$ cat src/rtl/lsu_pkg.sv
// lsu_pkg -- op/size codes, FSM states and access-legality helper for the LSU.
// Revision 1.0
`default_nettype none

package lsu_pkg;

   typedef enum logic [1:0] {
      OP_NONE  = 2'b00,
      OP_LOAD  = 2'b01,
      OP_STORE = 2'b10,
      OP_RSVD  = 2'b11
   } lsu_op_t;

   typedef enum logic [1:0] {
      SZ_BYTE = 2'b00,
      SZ_HALF = 2'b01,
      SZ_WORD = 2'b10,
      SZ_ILL  = 2'b11
   } lsu_size_t;

   typedef enum logic [1:0] {
      ST_IDLE = 2'b00,
      ST_REQ  = 2'b01,
      ST_WAIT = 2'b10,
      ST_DONE = 2'b11
   } lsu_state_t;

   // Illegal size or an address not aligned to the access width.
   function automatic logic bad_access(input lsu_size_t size, input logic [1:0] off);
      logic bad;
      case (size)
         SZ_BYTE: bad = 1'b0;
         SZ_HALF: bad = off[0];
         SZ_WORD: bad = (off != 2'b00);
         default: bad = 1'b1;
      endcase
      return bad;
   endfunction

endpackage

`default_nettype wire

$ cat src/rtl/lsu_load_ext.sv
// lsu_load_ext -- selects the addressed lane of a read word and sign/zero-extends it.
// Revision 1.0
`default_nettype none

module lsu_load_ext
   import lsu_pkg::*;
(
   input  logic [31:0] rdata,
   input  logic [1:0]  offset,
   input  lsu_size_t   size,
   input  logic        is_unsigned,
   output logic [31:0] data
);

   logic [7:0]  lane_b;
   logic [15:0] lane_h;

   always_comb begin
      lane_b = rdata[{offset, 3'b000} +: 8];
      lane_h = offset[1] ? rdata[31:16] : rdata[15:0];
      case (size)
         SZ_BYTE: data = {{24{~is_unsigned & lane_b[7]}}, lane_b};
         SZ_HALF: data = {{16{~is_unsigned & lane_h[15]}}, lane_h};
         default: data = rdata;
      endcase
   end

endmodule

`default_nettype wire

$ cat src/rtl/lsu.sv
// lsu -- load/store unit: one outstanding memory access, IDLE/REQ/WAIT/DONE handshake FSM.
// Revision 1.0
`default_nettype none

module lsu
   import lsu_pkg::*;
#(
   parameter int MAX_WAIT = 255
) (
   input  logic        clk,
   input  logic        rst_n,
   input  logic        in_valid,
   output logic        in_ready,
   input  logic [1:0]  in_op,
   input  logic [1:0]  in_size,
   input  logic        in_unsigned,
   input  logic [31:0] in_addr,
   input  logic [31:0] in_wdata,
   output logic        mem_req_valid,
   input  logic        mem_req_ready,
   output logic        mem_req_wen,
   output logic [31:0] mem_req_addr,
   output logic [31:0] mem_req_wdata,
   output logic [3:0]  mem_req_wmask,
   input  logic        mem_rsp_valid,
   input  logic [31:0] mem_rsp_rdata,
   output logic        out_valid,
   input  logic        out_ready,
   output logic [31:0] out_data,
   output logic        out_err
);

   localparam int CNT_W = $clog2(MAX_WAIT + 1);

   lsu_state_t        state, state_nxt;
   lsu_op_t           req_op, op_q;
   lsu_size_t         req_size, size_q;
   logic              unsigned_q;
   logic [31:0]       addr_q;
   logic [CNT_W-1:0]  wait_cnt;
   logic              accept, is_mem, req_bad, timeout;
   logic [3:0]        st_mask;
   logic [31:0]       st_wdata;
   logic [31:0]       load_data;

   assign req_op        = lsu_op_t'(in_op);
   assign req_size      = lsu_size_t'(in_size);
   assign in_ready      = (state == ST_IDLE);
   assign accept        = in_valid & in_ready;
   assign is_mem        = (req_op == OP_LOAD) || (req_op == OP_STORE);
   assign req_bad       = bad_access(req_size, in_addr[1:0]);
   assign timeout       = (wait_cnt == CNT_W'(MAX_WAIT - 1));
   assign mem_req_valid = (state == ST_REQ);
   assign out_valid     = (state == ST_DONE);

   always_comb begin
      st_mask  = 4'b1111;
      st_wdata = in_wdata;
      case (req_size)
         SZ_BYTE: begin
            st_mask  = 4'b0001 << in_addr[1:0];
            st_wdata = {4{in_wdata[7:0]}};
         end
         SZ_HALF: begin
            st_mask  = 4'b0011 << in_addr[1:0];
            st_wdata = {2{in_wdata[15:0]}};
         end
         default: ;
      endcase
   end

   lsu_load_ext u_load_ext (
      .rdata       (mem_rsp_rdata),
      .offset      (addr_q[1:0]),
      .size        (size_q),
      .is_unsigned (unsigned_q),
      .data        (load_data)
   );

   always_ff @(posedge clk or negedge rst_n) begin
      if (!rst_n) state <= ST_IDLE;
      else        state <= state_nxt;
   end

   always_comb begin
      state_nxt = state;
      case (state)
         ST_IDLE: if (accept) state_nxt = (is_mem && !req_bad) ? ST_REQ : ST_DONE;
         ST_REQ:  if (mem_req_ready) state_nxt = ST_WAIT;
         ST_WAIT: if (mem_rsp_valid || timeout) state_nxt = ST_DONE;
         ST_DONE: if (out_ready) state_nxt = ST_IDLE;
         default: state_nxt = ST_IDLE;
      endcase
   end

   always_ff @(posedge clk or negedge rst_n) begin
      if (!rst_n) begin
         op_q          <= OP_NONE;
         size_q        <= SZ_BYTE;
         unsigned_q    <= 1'b0;
         addr_q        <= '0;
         wait_cnt      <= '0;
         mem_req_wen   <= 1'b0;
         mem_req_addr  <= '0;
         mem_req_wdata <= '0;
         mem_req_wmask <= '0;
         out_data      <= '0;
         out_err       <= 1'b0;
      end else begin
         case (state)
            ST_IDLE: if (accept) begin
               op_q          <= req_op;
               size_q        <= req_size;
               unsigned_q    <= in_unsigned;
               addr_q        <= in_addr;
               mem_req_wen   <= (req_op == OP_STORE);
               mem_req_addr  <= {in_addr[31:2], 2'b00};
               mem_req_wdata <= (req_op == OP_STORE) ? st_wdata : 32'h0;
               mem_req_wmask <= (req_op == OP_STORE) ? st_mask  : 4'h0;
               out_data      <= is_mem ? 32'h0 : in_addr;
               out_err       <= is_mem & req_bad;
            end
            ST_REQ: if (mem_req_ready) wait_cnt <= '0;
            ST_WAIT: begin
               if (mem_rsp_valid) begin
                  // Store responses carry no data; report the address instead.
                  out_data <= (op_q == OP_STORE) ? addr_q : load_data;
                  out_err  <= 1'b0;
               end else if (timeout) begin
                  out_data <= '0;
                  out_err  <= 1'b1;
               end else begin
                  wait_cnt <= wait_cnt + 1'b1;
               end
            end
            default: ;
         endcase
      end
   end

endmodule

`default_nettype wire
$ cat config.mk
export PLATFORM = sky130hd
export DESIGN_NAME = lsu
export DESIGN_NICKNAME = d
export VERILOG_FILES = /design/src/rtl/lsu_pkg.sv /design/src/rtl/lsu_load_ext.sv /design/src/rtl/lsu.sv
export SDC_FILE = /design/constraint.sdc
export NUM_CORES = 1
export LEC_CHECK = 0
export CORE_AREA = 10 10 128 130
export CTS_CLUSTER_DIAMETER = 80
export DETAILED_ROUTE_END_ITERATION = 6
export DIE_AREA = 0 0 138 140
export PLACE_DENSITY = 0.81
export SETUP_SLACK_MARGIN = 0.2
export SLEW_MARGIN = 30
export SYNTH_ARGS = -nofsm -noshare
export SYNTH_HDL_FRONTEND = slang
export SYNTH_SLANG_ARGS = --single-unit
export TNS_END_PERCENT = 100
$ cat constraint.sdc
create_clock -name clk -period 2.86 [get_ports clk]
set_clock_uncertainty 0.15 [all_clocks]
set_input_delay 0.572 -clock clk [delete_from_list [all_inputs] [get_ports clk]]
set_output_delay 0.572 -clock clk [all_outputs]
set_load 0.1 [all_outputs]
* Word level (Yosys, flattened, before mapping) *
Cells that the tools add are included.

cells by class
  add/subtract/negate cells = 1
  multiply operators = 0
  divide/modulo/power cells = 0
  $lt $le $gt $ge = 0
  equal/unequal tests = 17
  shift operators = 3
  mux-type cells = 27
  bitwise logic cells = 5
  reduce and logical (&&, ||, !) cells = 14

operator list
  kind                 number
  $mux 32              6
  $pmux 32 s2          3
  $shiftx 32x6->8      1
  $mux 8               3
  $mux 16              1
  $pmux 8 s2           1
  $eq 2x2->1 const B   5
  $mux 2               5
  $add 8x1->8 const B  1
  $eq 2x1->1 const B   4
  $eq 8x8->1 const B   1
  $pmux 2 s4           1
  $pmux 4 s2           1
  $reduce_and 4->1     2
  $logic_not 2->1      3
  $ne 2x1->1 const B   3
  $ne 2x2->1 const B   3
  $reduce_bool 2->1    3
  $and 1x1->1          4
  $mux 4               1
  $shl 1x2->4 const A  1
  $shl 2x2->4 const A  1
  $mux 1               3
  $ne 3x3->1 const B   1
  other kinds (8)      9

storage, ports and cells
  register bits = 147
  latch bits = 0
  bits in writable memories = 0
  ROM bits = 0
  bits of input ports = 107
  output and inout bits = 105
  word-level logic and storage cells = 79
  memories = 0

* Longest topological paths before layout *
  depth in word-level cells = 7
  gate-level depth with buffers = 11
  gate-level depth less buffers = 7

* Hierarchy *
Synthesis repeated with hierarchy kept, for this count alone.

unflattened totals
  cell total of the unflattened synthesis = 686
  area total of the unflattened synthesis = 6682.7 µm²

modules (own cells, without submodules)
  module        instances  cells an instance  area each (µm²)  seq. area each (µm²)
  lsu           1          564                5988.2           2927.8
  lsu_load_ext  1          122                694.4            0.0

* Least setup slack after synthesis *
Ideal clock, no wire load.

  path type = reg2reg
  from = register state[0]
  to = register out_data[7]
  library setup time = 0.128 ns
  arrival time = 2.416 ns
  data required time = 2.582 ns
  slack = 0.166 ns
  cell stages (with the launch flop) = 10
  buffers on the path = 3
  clock period less this slack = 2.694 ns
  cell sequence = dfrtp_1 inv_1 ha_1 nor2_1 or3_1 clkbuf_1 buf_4 buf_6 a21oi_1 a21oi_1

on the way
  cells in the longest elaborated chain, start to end = 4
  elaborated cells between the ends (all ways) = 8
  those cells by class = eq/ne: 3; mux: 1; bitwise: 1; reduce/logical: 3

RTL lines
  item                               line        text
  from (decl)                        lsu.sv:35   lsu_state_t state, state_nxt;
  from (signal assigned)             lsu.sv:82   else state <= state_nxt;
  $logic_not 2->1 (*)                lsu.sv:48   assign in_ready = (state == ST_IDLE);
  via in_ready                       lsu.sv:13   output logic in_ready,
  $and 1x1->1                        lsu.sv:49   assign accept = in_valid & in_ready;
  $ne 2x1->1 (no source line)        --
  $reduce_and 3->1 (no source line)  --
  to (signal assigned)               lsu.sv:120  out_data <= is_mem ? 32'h0 : in_addr;
  to (signal assigned)               lsu.sv:127  out_data <= (op_q == OP_STORE) ? addr_q : load_data;
  to (decl)                          lsu.sv:29   output logic [31:0] out_data,

Mark *: on every way through the listed nets, which the timed path passes. The rest lies on a longest branch.
A chain may end at the register's enable or synchronous reset.

* Final worst setup path *
  from = register size_q[0]
  to = register out_data[8]

on the way
  cells in the longest elaborated chain, start to end = 5
  elaborated cells between the ends (all ways) = 6
  those cells by class = eq/ne: 1; mux: 4; reduce/logical: 1

RTL lines
  item                                                  line                text
  from (decl)                                           lsu.sv:37           lsu_size_t req_size, size_q;
  from (signal assigned)                                lsu.sv:113          size_q <= req_size;
  $eq 2x1->1 / $logic_not 2->1 (equally long branches)  lsu_load_ext.sv:21  case (size)
  $pmux 32 s2 (*)                                       lsu_load_ext.sv:21
  $mux 32 (*)                                           lsu.sv:127
  $mux 32 (*)                                           lsu.sv:125          if (mem_rsp_valid) begin
  $pmux 32 s2 (*)                                       lsu.sv:110          case (state)

Every way passes the cells marked *; elsewhere a longest branch is shown, timed or not.

==> results.md <==
- The floorplan step defined a die boundary enclosing 19,300 sq um.
- After technology mapping, the gate count stands at 668.
- The number of pins with negative max-slew slack in the final report came to 0.
- After floorplanning, the core was divided into 43 placement rows.
- For this run, global-route usage on met1 was measured as 26.3%.
- The core area is 13,800 sq um.
- STA classifies the critical path startpoint as a register.
- The clock-pin transition on the worst setup and hold timing paths is 0.06 ns.
- The maximum clock frequency is 404 MHz.
- Input and output buffers added on the ports amount to 209.
- The flow ran to the end, but the final reports show violations.
- The area growth from synthesis to layout is 36.4%.
- The worst path uses 86.5% of the clock period.
- The clock net sink count is 117.
- The die is 138 um wide.
- The met3 demand-to-capacity share in global routing is 7.61%.
- Counting instances in the post-synthesis netlist gives the leading cell types as 117 x dfrtp_1, 85 x nand2_1, 75 x o21ai_0.
- The data required time at the worst endpoint is 3.05 ns.
- The global-route layer with the greatest usage is met2.
- The final hold violation count is 5.
- The wire length of the first global-routing pass is 33.7 mm.
- The effective utilization at floorplan is 46.6%.
- The top-area cell type share of the netlist area is 45.6%.
- The number of vias in the routed layout is 5,923.
- The cell depth of the worst flop-to-flop path is 5.
- The root buffer selected by CTS is clkbuf_16.
- The overall global routing resource usage is 21.4%.
- The synthesized design contains 0 enable-type register cells.
- During I/O placement, the number of pins put on the boundary was 212.
- The dominant cell by count in the synthesized netlist is dfrtp_1.
- The checks that failed: negative hold slack.
- The weighted congestion reported at the end of routability-driven placement is 0.923.
- By startpoint and endpoint, the worst setup path is classified as reg -> reg.
- The number of global-route vias before repair is 5,980.
- Ranked by total cell area, the synthesized netlist is headed by dfrtp_1 46%, mux2_2 8.1%, o21ai_0 5.9%.
- The type of the most critical hold path is in -> async.
- The first routing iteration left 536 violations.
- Summed over all failing endpoints, the final setup total negative slack is 0 ns.
- The initial antenna violation count was 0.
- STA puts the critical path data arrival time at 2.66 ns.
- The count of TritonRoute iterations in the first routing pass is 7.
- The antenna diode count is 0.
- The worst path in the final design needs a cycle of 2.47 ns, including I/O delays and setup.
- The number of clock buffers added by TritonCTS is 17.
- CTS built an H-tree with a depth of 4.
- Global routing consumed, on the met2 layer, 34.8% of the routing resources.
- The pin count of the biggest net entering global routing is 50.
- On the final layout, the worst hold slack is -0.00481 ns.
- For this run, the leading register cell type out of synthesis is dfrtp_1.
- The count of maximum capacitance violations is 0.
- In this run the worst path has a maximum fanout of 14.
- No sink is reached through more buffers than the 2 on the longest clock path.
- The number of setup buffers added after CTS is 0.
- The die extent in y is 140 um.
- After synthesis, the share of flip-flops with an asynchronous set or reset is 100%.
- Measured against its own limit, the worst slew margin works out to 45.1%.
- The number of distinct library cells after synthesis is 48.
- The average vias per placed instance is 5.78.
- For this design, the CTS-stage hold fixing added 0 buffers.
- TritonCTS built the clock tree.
- The proportion of layout cells with a drive suffix above 1 is 23.9%.
- The Yosys step of the flow raised 0 warnings.
- Setup repair after global routing left no endpoint under its margin.
- The worst-skew pair later-pin latency is 0.41 ns.
- Detailed placement finished with a half-perimeter wire length of 16.2 mm.
- In this run the remaining antenna-violating nets after routing total 0.
- The synthesized area per cell is 9.60 sq um.
- Summing every instance area after synthesis gives 6410 sq um.
- The setup check on the worst reg-to-reg path leaves a slack of 0.39 ns.
- The worst register-to-register path begins at size_q[0].
- The DRC violation count after routing is 0.
- The pin slew with the least headroom to its limit is 0.821 ns.
- The aggregate global routing overflow is 0.
- Post-CTS repair changed the size of 0 cells.
- The share of the yosys chip area belonging to registers is 45.6%.
- The endpoint identified for the worst register-to-register timing path is out_data[8].
- The total setup violations reported at the end of the flow is 0.
- The sum of routed wire length over all layers is 21.6 mm.
- The worst setup path is captured at a register.
- The flip-flop and latch count after synthesis is 117.
- Dividing the detail-routed wire length by the instance count gives 21.1 um.
- The net count of the finished layout is 945.
- Of all cell types, the one taking the most synthesized area is dfrtp_1.
[registers in the layout (all words and copies together), names as in the netlist]
register and count:
mem_req_wdata 32, unsigned_q 1, wait_cnt 8, out_data 32
size_q 2, op_q 2, state 2, mem_req_wen 1
addr_q 32, mem_req_wmask 4, out_err 1
[layout make-up]
cell class                 instances  area (sq um)
clock buffer                      23           468
clock inverter                     9          78.8
tap                              180           225
timing repair buffer             224          1990
sequential                       117          2930
multi-input combinational        456          3000
fill                            1112          5030
inverter                          15          56.3
[how the worst max path moves through the flow]
| stage | start | end | slack (ns) | cells after the start |
|---|---|---|---|---|
| 5_1_grt | size_q[0] | out_data[8] | 0.27 | 5 |
| 3_5_place_dp | mem_rsp_rdata[23] | out_data[8] | 0.29 | 6 |
| 4_1_cts | size_q[0] | out_data[8] | 0.45 | 5 |
| 3_3_place_gp | in_op[0] | out_data[28] | 0.33 | 8 |
| 2_1_floorplan | state[0] | out_data[7] | 0.52 | 9 |
| 6_report | size_q[0] | out_data[8] | 0.39 | 5 |
[cells in the final DEF, fill, tap and decap left out, drive strengths merged, types with 2 or more instances in the layout]
master,netlist,routed
a211oi,2,2
a21o,2,2
a21oi,51,51
a221o,16,16
a221oi,9,9
a22o,15,15
a22oi,3,3
and3,4,4
buf,41,119
clkbuf,40,23
clkdlybuf4s50,0,105
clkinv,0,6
clkinvlp,0,2
conb,1,2
dfrtp,117,117
ha,7,7
inv,15,15
mux2,47,47
mux2i,22,22
nand2,85,85
nand2b,6,6
nand3,4,4
nor2,33,33
nor2b,23,23
nor3,5,5
nor3b,3,3
o21a,3,3
o21ai,77,77
o221ai,6,6
o31ai,11,11
or3,4,4
xnor2,5,5
[kinds of logic (layout without fill, tap and decap cells)]
logic type                 Yosys count  after routing  synth area share [%]
xor gates and xnor gates             5              5                 0.683
muxes                               69             69                  11.7
AOI/OAI and AO/OA                  200            200                  20.1
adders and majority gates            7              7                  1.37
other                                1              2                0.0585
and+or+nand+nor                    173            173                  12.4
DFF                                117            117                  45.6
buffers and inverters               96            271                  7.98
[per-layer routing]
| layer | vias up | wire length, um |
|---|---|---|
| met5 | - | 0 |
| met4 | 0 | 396 |
| met3 | 30 | 1920 |
| met2 | 306 | 10400 |
| met1 | 2911 | 8940 |
| li1 | 2676 | - |
[worst max-delay path: stages, from the launching register on]
cell and delay (ns):
dfrtp_1 0.55, nor3b_2 0.51, a22oi_4 0.16, nor2_1 0.48, o21ai_0 0.35, a21oi_1 0.19
[through the flow]
step | utilization (%) | area (sq um) | hold WS (ns) | instances | worst slack, ns
after floorplan | - | 6420 | 0.126 | 669 | 0.524
after global placement | 59.5 | 8200 | 0.309 | 992 | 0.334
after detailed placement | 59.5 | 8200 | 0.310 | 992 | 0.289
after CTS | 63.5 | 8750 | 0.00905 | 1024 | 0.451
after global routing | 63.5 | 8750 | 0.0320 | 1024 | 0.272
final | 63.5 | 8750 | -0.00481 | 1024 | 0.387
Power is not shown: default switching activity piles up to over one toggle a cycle in this logic, so the estimate is an artifact.
